**src/rtl/pll_reset_sequencer.sv**
```systemverilog
// pll_reset_sequencer
//   PLL supervisor and staggered reset sequencer. Runs on the free-running
//   PLL reference clock, pulses the PLL RST pin, qualifies a synchronised
//   LOCK and then releases NUM_CH downstream resets one after another.
//   Timeouts re-reset the PLL; lock loss drops all channels and waits for
//   relock; force_relock restarts the PLL. Two saturating event counters
//   report lock losses and timeout retries to firmware.
//
// Ports
//   clk           free-running reference clock (PLL CLKI)
//   rst_n         synchronous active-low reset
//   pll_lock      PLL LOCK, asynchronous to clk
//   force_relock  single-cycle request to restart the PLL
//   cnt_clr       single-cycle clear of both event counters
//   pll_rst       PLL RST, active high
//   ch_rst_n      per-channel active-low resets, bit 0 released first
//   all_ready     all channels released and lock valid
//   state         FSM code (see table)
//   loss_count    lock-loss events, saturating
//   retry_count   lock-timeout PLL re-resets, saturating
//
// state | meaning
// ------+--------------------------------------------------------------
//   0   | RESET_PLL  pll_rst held high for PLL_RST_CYCLES
//   1   | WAIT_LOCK  waiting for lock_s, bounded by LOCK_TIMEOUT_CYCLES
//   2   | STABLE     lock_s must stay high for LOCK_STABLE_CYCLES
//   3   | SEQUENCE   releasing channels every STAGGER_CYCLES
//   4   | RUN        all channels released, monitoring lock
module pll_reset_sequencer #(
  parameter int NUM_CH              = 4,
  parameter int PLL_RST_CYCLES      = 16,
  parameter int LOCK_TIMEOUT_CYCLES = 100000,
  parameter int LOCK_STABLE_CYCLES  = 1024,
  parameter int STAGGER_CYCLES      = 64,
  parameter int CNT_W               = 8
) (
  input  logic              clk,
  input  logic              rst_n,
  input  logic              pll_lock,
  input  logic              force_relock,
  input  logic              cnt_clr,
  output logic              pll_rst,
  output logic [NUM_CH-1:0] ch_rst_n,
  output logic              all_ready,
  output logic [2:0]        state,
  output logic [CNT_W-1:0]  loss_count,
  output logic [CNT_W-1:0]  retry_count
);

  typedef enum logic [2:0] {
    RESET_PLL = 3'd0,
    WAIT_LOCK = 3'd1,
    STABLE    = 3'd2,
    SEQUENCE  = 3'd3,
    RUN       = 3'd4
  } state_t;

  // One shared timer serves every state, so it is sized for the longest interval.
  localparam int T_A   = (PLL_RST_CYCLES > LOCK_TIMEOUT_CYCLES) ? PLL_RST_CYCLES : LOCK_TIMEOUT_CYCLES;
  localparam int T_B   = (LOCK_STABLE_CYCLES > STAGGER_CYCLES) ? LOCK_STABLE_CYCLES : STAGGER_CYCLES;
  localparam int T_MAX = (T_A > T_B) ? T_A : T_B;
  localparam int TW    = (T_MAX > 1) ? $clog2(T_MAX) : 1;

  localparam logic [TW-1:0] TC_RST    = TW'(PLL_RST_CYCLES - 1);
  localparam logic [TW-1:0] TC_TMO    = TW'(LOCK_TIMEOUT_CYCLES - 1);
  localparam logic [TW-1:0] TC_STABLE = TW'(LOCK_STABLE_CYCLES - 1);
  localparam logic [TW-1:0] TC_STAG   = TW'(STAGGER_CYCLES - 1);

  state_t            state_q, state_d;
  logic [TW-1:0]     timer_q, timer_d;
  logic              lock_m, lock_s;
  logic              pll_rst_d, all_ready_d;
  logic [NUM_CH-1:0] ch_d;
  logic              loss_inc, retry_inc;
  logic [CNT_W-1:0]  loss_d, retry_d;

  assign state = state_q;

  always_comb begin
    state_d     = state_q;
    timer_d     = timer_q + TW'(1);
    pll_rst_d   = 1'b0;
    all_ready_d = 1'b0;
    ch_d        = ch_rst_n;
    loss_inc    = 1'b0;
    retry_inc   = 1'b0;

    // force_relock outranks lock loss in every state except RESET_PLL.
    if (state_q != RESET_PLL && force_relock) begin
      state_d   = RESET_PLL;
      timer_d   = '0;
      pll_rst_d = 1'b1;
      ch_d      = '0;
    end else begin
      case (state_q)
        RESET_PLL: begin
          pll_rst_d = 1'b1;
          ch_d      = '0;
          if (timer_q == TC_RST) begin
            state_d   = WAIT_LOCK;
            timer_d   = '0;
            pll_rst_d = 1'b0;
          end
        end
        WAIT_LOCK: begin
          if (lock_s) begin
            state_d = STABLE;
            timer_d = '0;
          end else if (timer_q == TC_TMO) begin
            state_d   = RESET_PLL;
            timer_d   = '0;
            pll_rst_d = 1'b1;
            retry_inc = 1'b1;
          end
        end
        STABLE: begin
          if (!lock_s) begin
            state_d = WAIT_LOCK;
            timer_d = '0;
          end else if (timer_q == TC_STABLE) begin
            state_d = SEQUENCE;
            timer_d = '0;
          end
        end
        SEQUENCE: begin
          if (!lock_s) begin
            state_d  = WAIT_LOCK;
            timer_d  = '0;
            ch_d     = '0;
            loss_inc = 1'b1;
          end else if (&ch_rst_n) begin
            state_d     = RUN;
            timer_d     = '0;
            all_ready_d = 1'b1;
          end else if (timer_q == TC_STAG) begin
            // Shift a one in from bit 0 so channels release in index order.
            ch_d    = NUM_CH'({ch_rst_n, 1'b1});
            timer_d = '0;
          end
        end
        RUN: begin
          timer_d = timer_q;
          if (!lock_s) begin
            state_d  = WAIT_LOCK;
            timer_d  = '0;
            ch_d     = '0;
            loss_inc = 1'b1;
          end else begin
            all_ready_d = 1'b1;
          end
        end
        default: begin
          state_d   = RESET_PLL;
          timer_d   = '0;
          pll_rst_d = 1'b1;
          ch_d      = '0;
        end
      endcase
    end
  end

  // A clear coinciding with an event leaves that event counted.
  always_comb begin
    loss_d  = loss_count;
    retry_d = retry_count;
    if (cnt_clr) begin
      loss_d  = CNT_W'(loss_inc);
      retry_d = CNT_W'(retry_inc);
    end else begin
      if (loss_inc && (loss_count != '1))
        loss_d = loss_count + CNT_W'(1);
      if (retry_inc && (retry_count != '1))
        retry_d = retry_count + CNT_W'(1);
    end
  end

  always_ff @(posedge clk) begin
    if (!rst_n) begin
      lock_m      <= 1'b0;
      lock_s      <= 1'b0;
      state_q     <= RESET_PLL;
      timer_q     <= '0;
      pll_rst     <= 1'b1;
      ch_rst_n    <= '0;
      all_ready   <= 1'b0;
      loss_count  <= '0;
      retry_count <= '0;
    end else begin
      lock_m      <= pll_lock;
      lock_s      <= lock_m;
      state_q     <= state_d;
      timer_q     <= timer_d;
      pll_rst     <= pll_rst_d;
      ch_rst_n    <= ch_d;
      all_ready   <= all_ready_d;
      loss_count  <= loss_d;
      retry_count <= retry_d;
    end
  end

endmodule

```
**config.mk**
```make
export PLATFORM = sky130hd
export DESIGN_NAME = pll_reset_sequencer
export DESIGN_NICKNAME = d
export VERILOG_FILES = /design/src/rtl/pll_reset_sequencer.sv
export SDC_FILE = /design/constraint.sdc
export NUM_CORES = 1
export LEC_CHECK = 0
export ABC_AREA = 1
export CAP_MARGIN = 20
export CORE_UTILIZATION = 30
export CTS_BUF_LIST = sky130_fd_sc_hd__clkbuf_4 sky130_fd_sc_hd__clkbuf_8
export DETAILED_ROUTE_END_ITERATION = 8
export MAX_ROUTING_LAYER = met4
export RECOVER_POWER = 25
export SYNTH_ARGS = -nofsm -noshare
export SYNTH_HDL_FRONTEND = slang
export SYNTH_SLANG_ARGS = --single-unit
```
**constraint.sdc**
```tcl
create_clock -name clk -period 2.3 [get_ports clk]
set_input_delay 0.345 -clock clk [delete_from_list [all_inputs] [get_ports clk]]
set_output_delay 0.345 -clock clk [all_outputs]
set_load 0.005 [all_outputs]
```
==> results of run 1 <==
tightest hold or removal path: stages, from the launching register on:
cell	delay (ns)
dfxtp_1	0.30
nand2_1	0.05
inv_1	0.03
sequential cells by signal (all words and copies together) (netlist names), 3 cells and up:
register / count
ch_rst_n: 4
state: 3
timer_q: 17
retry_count: 8
loss_count: 8
area by class of cell:
| cell class | instances | share of cell area, % |
|---|---|---|
| Inverter | 53 | 6.386 |
| Sequential cell | 44 | 27.93 |
| Tap cell | 108 | 4.284 |
| Multi-Input combinational cell | 317 | 48.91 |
| Timing Repair Buffer | 32 | 9.917 |
| Clock buffer | 6 | 2.420 |
| Clock inverter | 1 | 0.1587 |
worst max path at each step:
stage	endpoint	slack [ns]	cells after the start
5_1_grt	timer_q[5]$_SDFFE_PP0P_	0.31	12
4_1_cts	timer_q[5]$_SDFFE_PP0P_	0.49	12
3_3_place_gp	timer_q[1]$_SDFFE_PP0P_	0.57	12
2_1_floorplan	timer_q[11]$_SDFFE_PP0P_	0.72	13
6_report	timer_q[5]$_SDFFE_PP0P_	0.49	12
3_5_place_dp	timer_q[5]$_SDFFE_PP0P_	0.51	12
kinds of logic (layout without fill, tap and decap cells):
kind of cell    after synthesis  count (layout)
simple gates                262             262
buf+inv                      64              92
compound gates               47              47
flops                        44              44
xor+xnor                      5               5
fa+ha+maj                     3               3
metal layers:
layer  up-vias  routed length, um  global-route usage [%]
met2        61               2799                   23.35
met1      1183               3022                   17.99
met4         0                 92                   4.363
met5         -                  0                       -
met3        11                241                   2.962
li1       1387                  -                       -
metrics by stage:
step                      power, uW  utilization (%)
after floorplan                1362                -
after global placement         1452            35.27
after detailed placement       1464            35.27
after CTS                      1950            36.20
after global routing           2056            36.17
final                          1922            36.17
power groups by stage:
stage / clock network, uW / logic [uW] / registers (uW)
6_report: 490 / 582 / 850
3_3_place_gp: 0 / 583 / 869
4_1_cts: 504 / 592 / 854
2_1_floorplan: 0 / 496 / 866
3_5_place_dp: 0 / 592 / 872
5_1_grt: 544 / 655 / 857
layout by cell type (no fill, tap or decap), types with 2 or more instances in the layout:
cell type and n:
inv_2 11, buf_4 3, nor2_2 7, nor3_1 6, nand2_4 2, clkinv_1 2
clkdlybuf4s50_1 14, a21oi_1 25, dfxtp_1 44, nor2_1 73, inv_1 39, nand2_2 15
nand3_1 22, dlygate4sd3_1 15, a21oi_2 10, nand4_1 13, xor2_1 4, ha_1 3
nor2_4 5, nand3_2 3, o21ai_0 11, nand2_1 114, clkbuf_8 5
==> metrics.csv, run 1 <==
stage,metric,value,unit
outcome,status,finished clean,
grt,largest net degree at the start of global routing,24,
power_and_ir_drop,clock share of power,25.5,%
critical_path,Worst Setup Start Kind,flip-flop,
critical_path,kind of critical path,flip-flop to flip-flop,
synthesis,post-synthesis sequential area ratio,32.62,%
synthesis,"count leader, synth",nand2_1,
clocking,postcts setup bufs,0,
critical_path,CP Data Required Time,2.46,ns
grt,antenna violations before repair,0,
synthesis,synth top area cells,"dfxtp_1 (33%), nand2_1 (16%), nor2_1 (10%)",
critical_path,CP Data Arrival Time,1.97,ns
routing,vias per std cell,4.709,
synthesis,Yosys warnings,0,
floorplanning,Die H,96.87,um
power_and_ir_drop,Sequential Power Share,44.2,%
synthesis,Adder-Cell Fraction of Synth Area,1.390,%
min_path,Min-Delay Endpoint,lock_s$_SDFF_PN0_,
synthesis,Yosys top cell area share,32.62,%
critical_path,r2r setup slk,0.49,ns
critical_path,crit end category,flip-flop,
grt,GR Util All Layers,14.40,%
cells_and_area,Non-Filler Instances,561,
critical_path,crit-path most repeated cell,nand2_1,
power_and_ir_drop,PD cells,609.4,nW/um^2
synthesis,Synth cell types,29,
routing,Avg WL per Cell,10.97,um
placement,gpl congestion,0.8716,
cells_and_area,NumNets Final,461,
clocking,CTS H-tree depth,2,
synthesis,Simple-Gate Fraction of Synth Area,43.98,%
power_and_ir_drop,switching share of total power,37.18,%
synthesis,cell count after synthesis,425,
sta,f_max,553.1,MHz
critical_path,CP Buf/Inv Count,2,
synthesis,Synth Net Count,433,
min_path,Hold Path Cell Cnt,2,
critical_path,Max stage delay on crit path,0.38,ns
power_and_ir_drop,Peak VDD IR,0.0002649,V
floorplanning,IO Count,30,
placement,IO Port Bufs,29,
critical_path,FF-to-FF path depth,12,
clocking,CTS root buf,clkbuf_8,
critical_path,RR Endpoint,timer_q[5]$_SDFFE_PP0P_,
clocking,CTS Hold Buffers Added,0,
sta,final number of setup-violating endpoints,0,
sta,clock skew,0.008221,ns
cells_and_area,Inserted Diodes,0,
routing,drt pass-1 iters,4,
synthesis,leading area contributor after synthesis,dfxtp_1,
clocking,CTS sink cnt,44,
synthesis,XOR/XNOR Fraction of Synth Area,1.622,%
clocking,"CTS clk-pin slew, worst paths",0.08,ns
synthesis,"Avg Cell Area, Syn",6.353,um^2
critical_path,startpoint of the worst setup timing path,timer_q[0]$_SDFFE_PP0P_,
floorplanning,DIE AREA,9384,um^2
power_and_ir_drop,Switch Pwr,714.6,uW
sta,RSZ-0062 raised after global routing,no,
critical_path,CP Max Fanout,16,
power_and_ir_drop,Int Pwr,1207,uW
synthesis,"Cell Area, Synth",2700,um^2
routing,initial DRC count,85,
synthesis,Synth Area in Compound Gates,10.24,%
clocking,clk buf depth,2,
grt,first-pass GRT wire length,11120,um
synthesis,largest family of logic cells by synthesized area,simple AND/OR/NAND/NOR gates,
synthesis,portion of netlist area occupied by mux cells,0,%
routing,DR DRC count,0,
cells_and_area,share of layout cells above drive strength 1,14.13,%
sta,final-report max-slew violation count,0,
sta,final worst slack,0.4919,ns
routing,via count,2642,
min_path,worst hold path class,flip-flop to flip-flop,
floorplanning,CORE AREA,8721,um^2
synthesis,asr flop ratio synth,0,%
clocking,CTS resizes,0,
sta,WHS,0.4253,ns
floorplanning,Initial Util,30.96,%
critical_path,CP top delay family,simple AND/OR/NAND/NOR gates,
placement,Post-DP HPWL,4533,um
cells_and_area,register area,880.8,um^2
sta,Fin Setup TNS,0,ns
sta,actual slew at the worst max-slew pin,0.5397,ns
critical_path,Crit-path slowest cell,dfxtp_1,
placement,placed cell area,3075,um^2
flow_run,max cap viols,0,
cells_and_area,Final Cell Area,3154,um^2
placement,pre-CTS worst setup slack,0.5057,ns
floorplanning,row count,34,
cells_and_area,area of the multi-input gates,1543,um^2
critical_path,worst-path cell chain,ha_1 -> nand2_1 -> inv_1 -> nand2_2 -> nor2_2 -> nand2_1 -> nand2_1 -> nand2_2 -> inv_2 -> nand2_4 -> nand2_1 -> a21oi_1,
synthesis,register bit total from synthesis,44,
sta,final worst path period share,78.61,%
placement,DP Cell Count,554,
sta,final hold vios,0,
cells_and_area,synthesis-to-layout area growth,16.82,%
clocking,CTS tree,built,
synthesis,"Top FF cell, synth",dfxtp_1,
synthesis,number of synthesized flops with an enable pin,0,
routing,post-route ant nets,0,
power_and_ir_drop,leakage power,0.001232,uW
floorplanning,DIE WIDTH,96.87,um
synthesis,Synth top cells by count,"nand2_1 (114), nor2_1 (72), dfxtp_1 (44)",
power_and_ir_drop,Logic pwr share,30.3,%
clocking,Clock Latency Late Sink,0.30,ns
sta,post-layout minimum cycle time,1.808,ns
grt,GRT overflow,0,
routing,final wirelength,6156,um
clocking,total CTS buffers,5,
min_path,hold_sp,lock_m$_SDFF_PN0_,
cells_and_area,Fillers,914,
critical_path,worst r2r src,timer_q[0]$_SDFFE_PP0P_,
grt,vias in the first global route,2510,
sta,worst relative slew slack,63.97,%
(Power assumes the default switching activity.)
==> run 2: changes to the inputs <==
clock period = 1.7 ns   (was 2.3 ns; I/O delays follow)
==> run 2 against run 1 <==
Net effect: cell count rose by 2.0%; register-to-register slack got worse by 0.40 ns; clock power increased by 33%; combinational power up 75%; critical path depth decreased by 11; cell area up 6.8%.
==> metrics.csv, run 2 (same netlist as run 1, synthesis figures left out) <==
stage,metric,value,unit,change
outcome,status,finished clean,,unchanged
sta,post-layout minimum cycle time,1.609,ns,
floorplanning,Initial Util,30.96,%,unchanged
cells_and_area,NumNets Final,472,,was 461
cells_and_area,synthesis-to-layout area growth,24.79,%,was 16.82%
clocking,CTS tree,built,,unchanged
critical_path,CP Data Required Time,1.44,ns,was 2.46 ns
sta,final hold vios,0,,unchanged
clocking,CTS H-tree depth,2,,unchanged
sta,worst relative slew slack,80.32,%,was 63.97%
routing,vias per std cell,4.698,,was 4.709
placement,IO Port Bufs,29,,unchanged
floorplanning,IO Count,30,,unchanged
cells_and_area,"Most flops, register",timer_q,,unchanged
grt,first-pass GRT wire length,10830,um,was 11120 um
clocking,Clock Latency Late Sink,0.30,ns,about the same
cells_and_area,Inserted Diodes,0,,unchanged
clocking,CTS root buf,clkbuf_8,,unchanged
critical_path,worst-path cell chain,clkdlybuf4s50_1,,was ha_1 -> nand2_1 -> inv_1 -> nand2_2 -> nor2_2 -> nand2_1 -> nand2_1 -> nand2_2 -> inv_2 -> nand2_4 -> nand2_1 -> a21oi_1
critical_path,Max stage delay on crit path,0.58,ns,was 0.38 ns
cells_and_area,max FFs per register,17,,unchanged
critical_path,kind of critical path,flip-flop to output pin,,was flip-flop to flip-flop
sta,final number of setup-violating endpoints,0,,unchanged
placement,DP Cell Count,562,,was 554
floorplanning,Die H,96.87,um,unchanged
cells_and_area,"commonest non-fill, non-tap cell in the layout",nand2_1,,unchanged
power_and_ir_drop,PD cells,849.1,nW/um^2,was 609.4 nW/um^2
min_path,Min-Delay Endpoint,lock_s$_SDFF_PN0_,,unchanged
placement,gpl congestion,0.8391,,was 0.8716
clocking,CTS sink cnt,44,,unchanged
critical_path,RR Endpoint,retry_count[7]$_SDFFE_PP0P_,,was timer_q[5]$_SDFFE_PP0P_
cells_and_area,Non-Filler Instances,572,,was 561
grt,GRT overflow,0,,unchanged
sta,final-report max-slew violation count,0,,unchanged
routing,via count,2687,,was 2642
sta,f_max,621.3,MHz,
clocking,clk buf depth,2,,unchanged
routing,initial DRC count,107,,was 85
critical_path,Worst Setup Start Kind,flip-flop,,unchanged
grt,vias in the first global route,2468,,was 2510
placement,Post-DP HPWL,4603,um,was 4533 um
clocking,total CTS buffers,5,,unchanged
critical_path,CP Max Fanout,5,,was 16
cells_and_area,share of layout cells above drive strength 1,20.69,%,was 14.13%
sta,actual slew at the worst max-slew pin,0.2948,ns,was 0.5397 ns
clocking,"CTS clk-pin slew, worst paths",0.09,ns,was 0.08 ns
min_path,Hold Path Cell Cnt,2,,unchanged
min_path,worst hold path class,flip-flop to flip-flop,,unchanged
critical_path,CP Buf/Inv Count,1,,was 2
critical_path,CP Data Arrival Time,1.35,ns,was 1.97 ns
critical_path,FF-to-FF path depth,11,,was 12
routing,post-route ant nets,0,,unchanged
cells_and_area,"commonest non-fill, non-tap cells in the layout","nand2_1 (113), nor2_1 (65), inv_1 (38), dfxtp_1 (35), a21oi_1 (25)",,"was nand2_1 (114), nor2_1 (73), dfxtp_1 (44), inv_1 (39), a21oi_1 (25)"
floorplanning,DIE AREA,9384,um^2,unchanged
power_and_ir_drop,Pwr Total,2861,uW,was 1922 uW
routing,final wirelength,6487,um,was 6156 um
sta,final worst path period share,94.68,%,
critical_path,Crit-path slowest cell,clkdlybuf4s50_1,,was dfxtp_1
grt,GR Util All Layers,14.12,%,was 14.40%
clocking,CTS Hold Buffers Added,0,,unchanged
routing,Avg WL per Cell,11.34,um,was 10.97 um
flow_run,max cap viols,0,,unchanged
critical_path,crit end category,output pin,,was flip-flop
critical_path,startpoint of the worst setup timing path,state[1]$_SDFFE_PP0P_,,was timer_q[0]$_SDFFE_PP0P_
min_path,hold_sp,lock_m$_SDFF_PN0_,,unchanged
critical_path,CP top delay family,buffers and inverters,,was simple AND/OR/NAND/NOR gates
routing,DR DRC count,0,,unchanged
power_and_ir_drop,leakage power,0.001292,uW,was 0.001232 uW
floorplanning,DIE WIDTH,96.87,um,unchanged
critical_path,worst r2r src,timer_q[3]$_SDFFE_PP0P_,,was timer_q[0]$_SDFFE_PP0P_
power_and_ir_drop,Peak VDD IR,0.0003416,V,was 0.0002649 V
floorplanning,CORE AREA,8721,um^2,unchanged
floorplanning,row count,34,,unchanged
cells_and_area,Fillers,905,,was 914
critical_path,r2r setup slk,0.09,ns,was 0.49 ns
sta,Fin Setup TNS,0,ns,unchanged
cells_and_area,biggest regs,"timer_q (17), loss_count (8), retry_count (8)",,unchanged
sta,clock skew,0.01128,ns,was 0.008221 ns
grt,largest net degree at the start of global routing,24,,unchanged
grt,antenna violations before repair,0,,unchanged
routing,drt pass-1 iters,4,,unchanged
==> run 2: cell types whose count changed in the layout (fill, tap and decap cells not counted), sizes merged, moves of 2 or more <==
cell,before,now
clkinv,3,5
dlygate4sd3,15,10
clkdlybuf4s50,14,19
buf,3,13
inv,51,49
==> run 2: per-layer routing <==
metal	global-route usage, %	share of wire (%)
met1	17.46	49
met2	23.02	46
met3	2.818	3.5
met4	4.592	1.1
met5	-	0
==> run 2: layout make-up <==
cell class | instances | area [um^2] | share of cell area [%]
Multi-Input combinational cell | 318 | 1647 | 48.87
Timing Repair Buffer | 42 | 400.4 | 11.88
Tap cell | 108 | 135.1 | 4.010
Clock buffer | 5 | 68.82 | 2.042
Inverter | 53 | 211.5 | 6.276
Clock inverter | 2 | 12.51 | 0.3713
Sequential cell | 44 | 894.6 | 26.55
==> run 2: power breakdown <==
part	switching (uW)	internal [uW]	leakage, uW	total, uW
Combinational	647	373	0.000892	1020
Clock	375	279	0.0000400	654
Sequential	85.9	1100	0.000360	1190
Total	1110	1750	0.00129	2860
==> run 2: per-stage QoR <==
stage	utilization (%)	hold slack [ns]	cell area (um^2)	worst slack [ns]
after floorplan	-	0.3485	2700	0.1215
after global placement	36.10	0.4081	3148	0.02637
after detailed placement	36.10	0.4107	3148	-0.03715
after CTS	37.23	0.4376	3247	0.009660
after global routing	38.64	0.4819	3369	-0.003375
final	38.64	0.4319	3369	0.09050
==> run 2: worst max path at each step <==
stage	depth (start not counted)	end
2_1_floorplan	13	timer_q[11]$_SDFFE_PP0P_
3_3_place_gp	12	retry_count[6]$_SDFFE_PP0P_
3_5_place_dp	12	retry_count[6]$_SDFFE_PP0P_
4_1_cts	12	timer_q[1]$_SDFFE_PP0P_
5_1_grt	12	retry_count[4]$_SDFFE_PP0P_
6_report	1	state[1]
==> run 2: what timing repair did <==
action | in CTS | in global routing
resized for setup | 4 | 31
setup buffers | 0 | 2
endpoints found under the setup margin | 19 | 34
cloned | 0 | 1
pin swaps | 0 | 3
hold endpoints to repair | 0 | 0
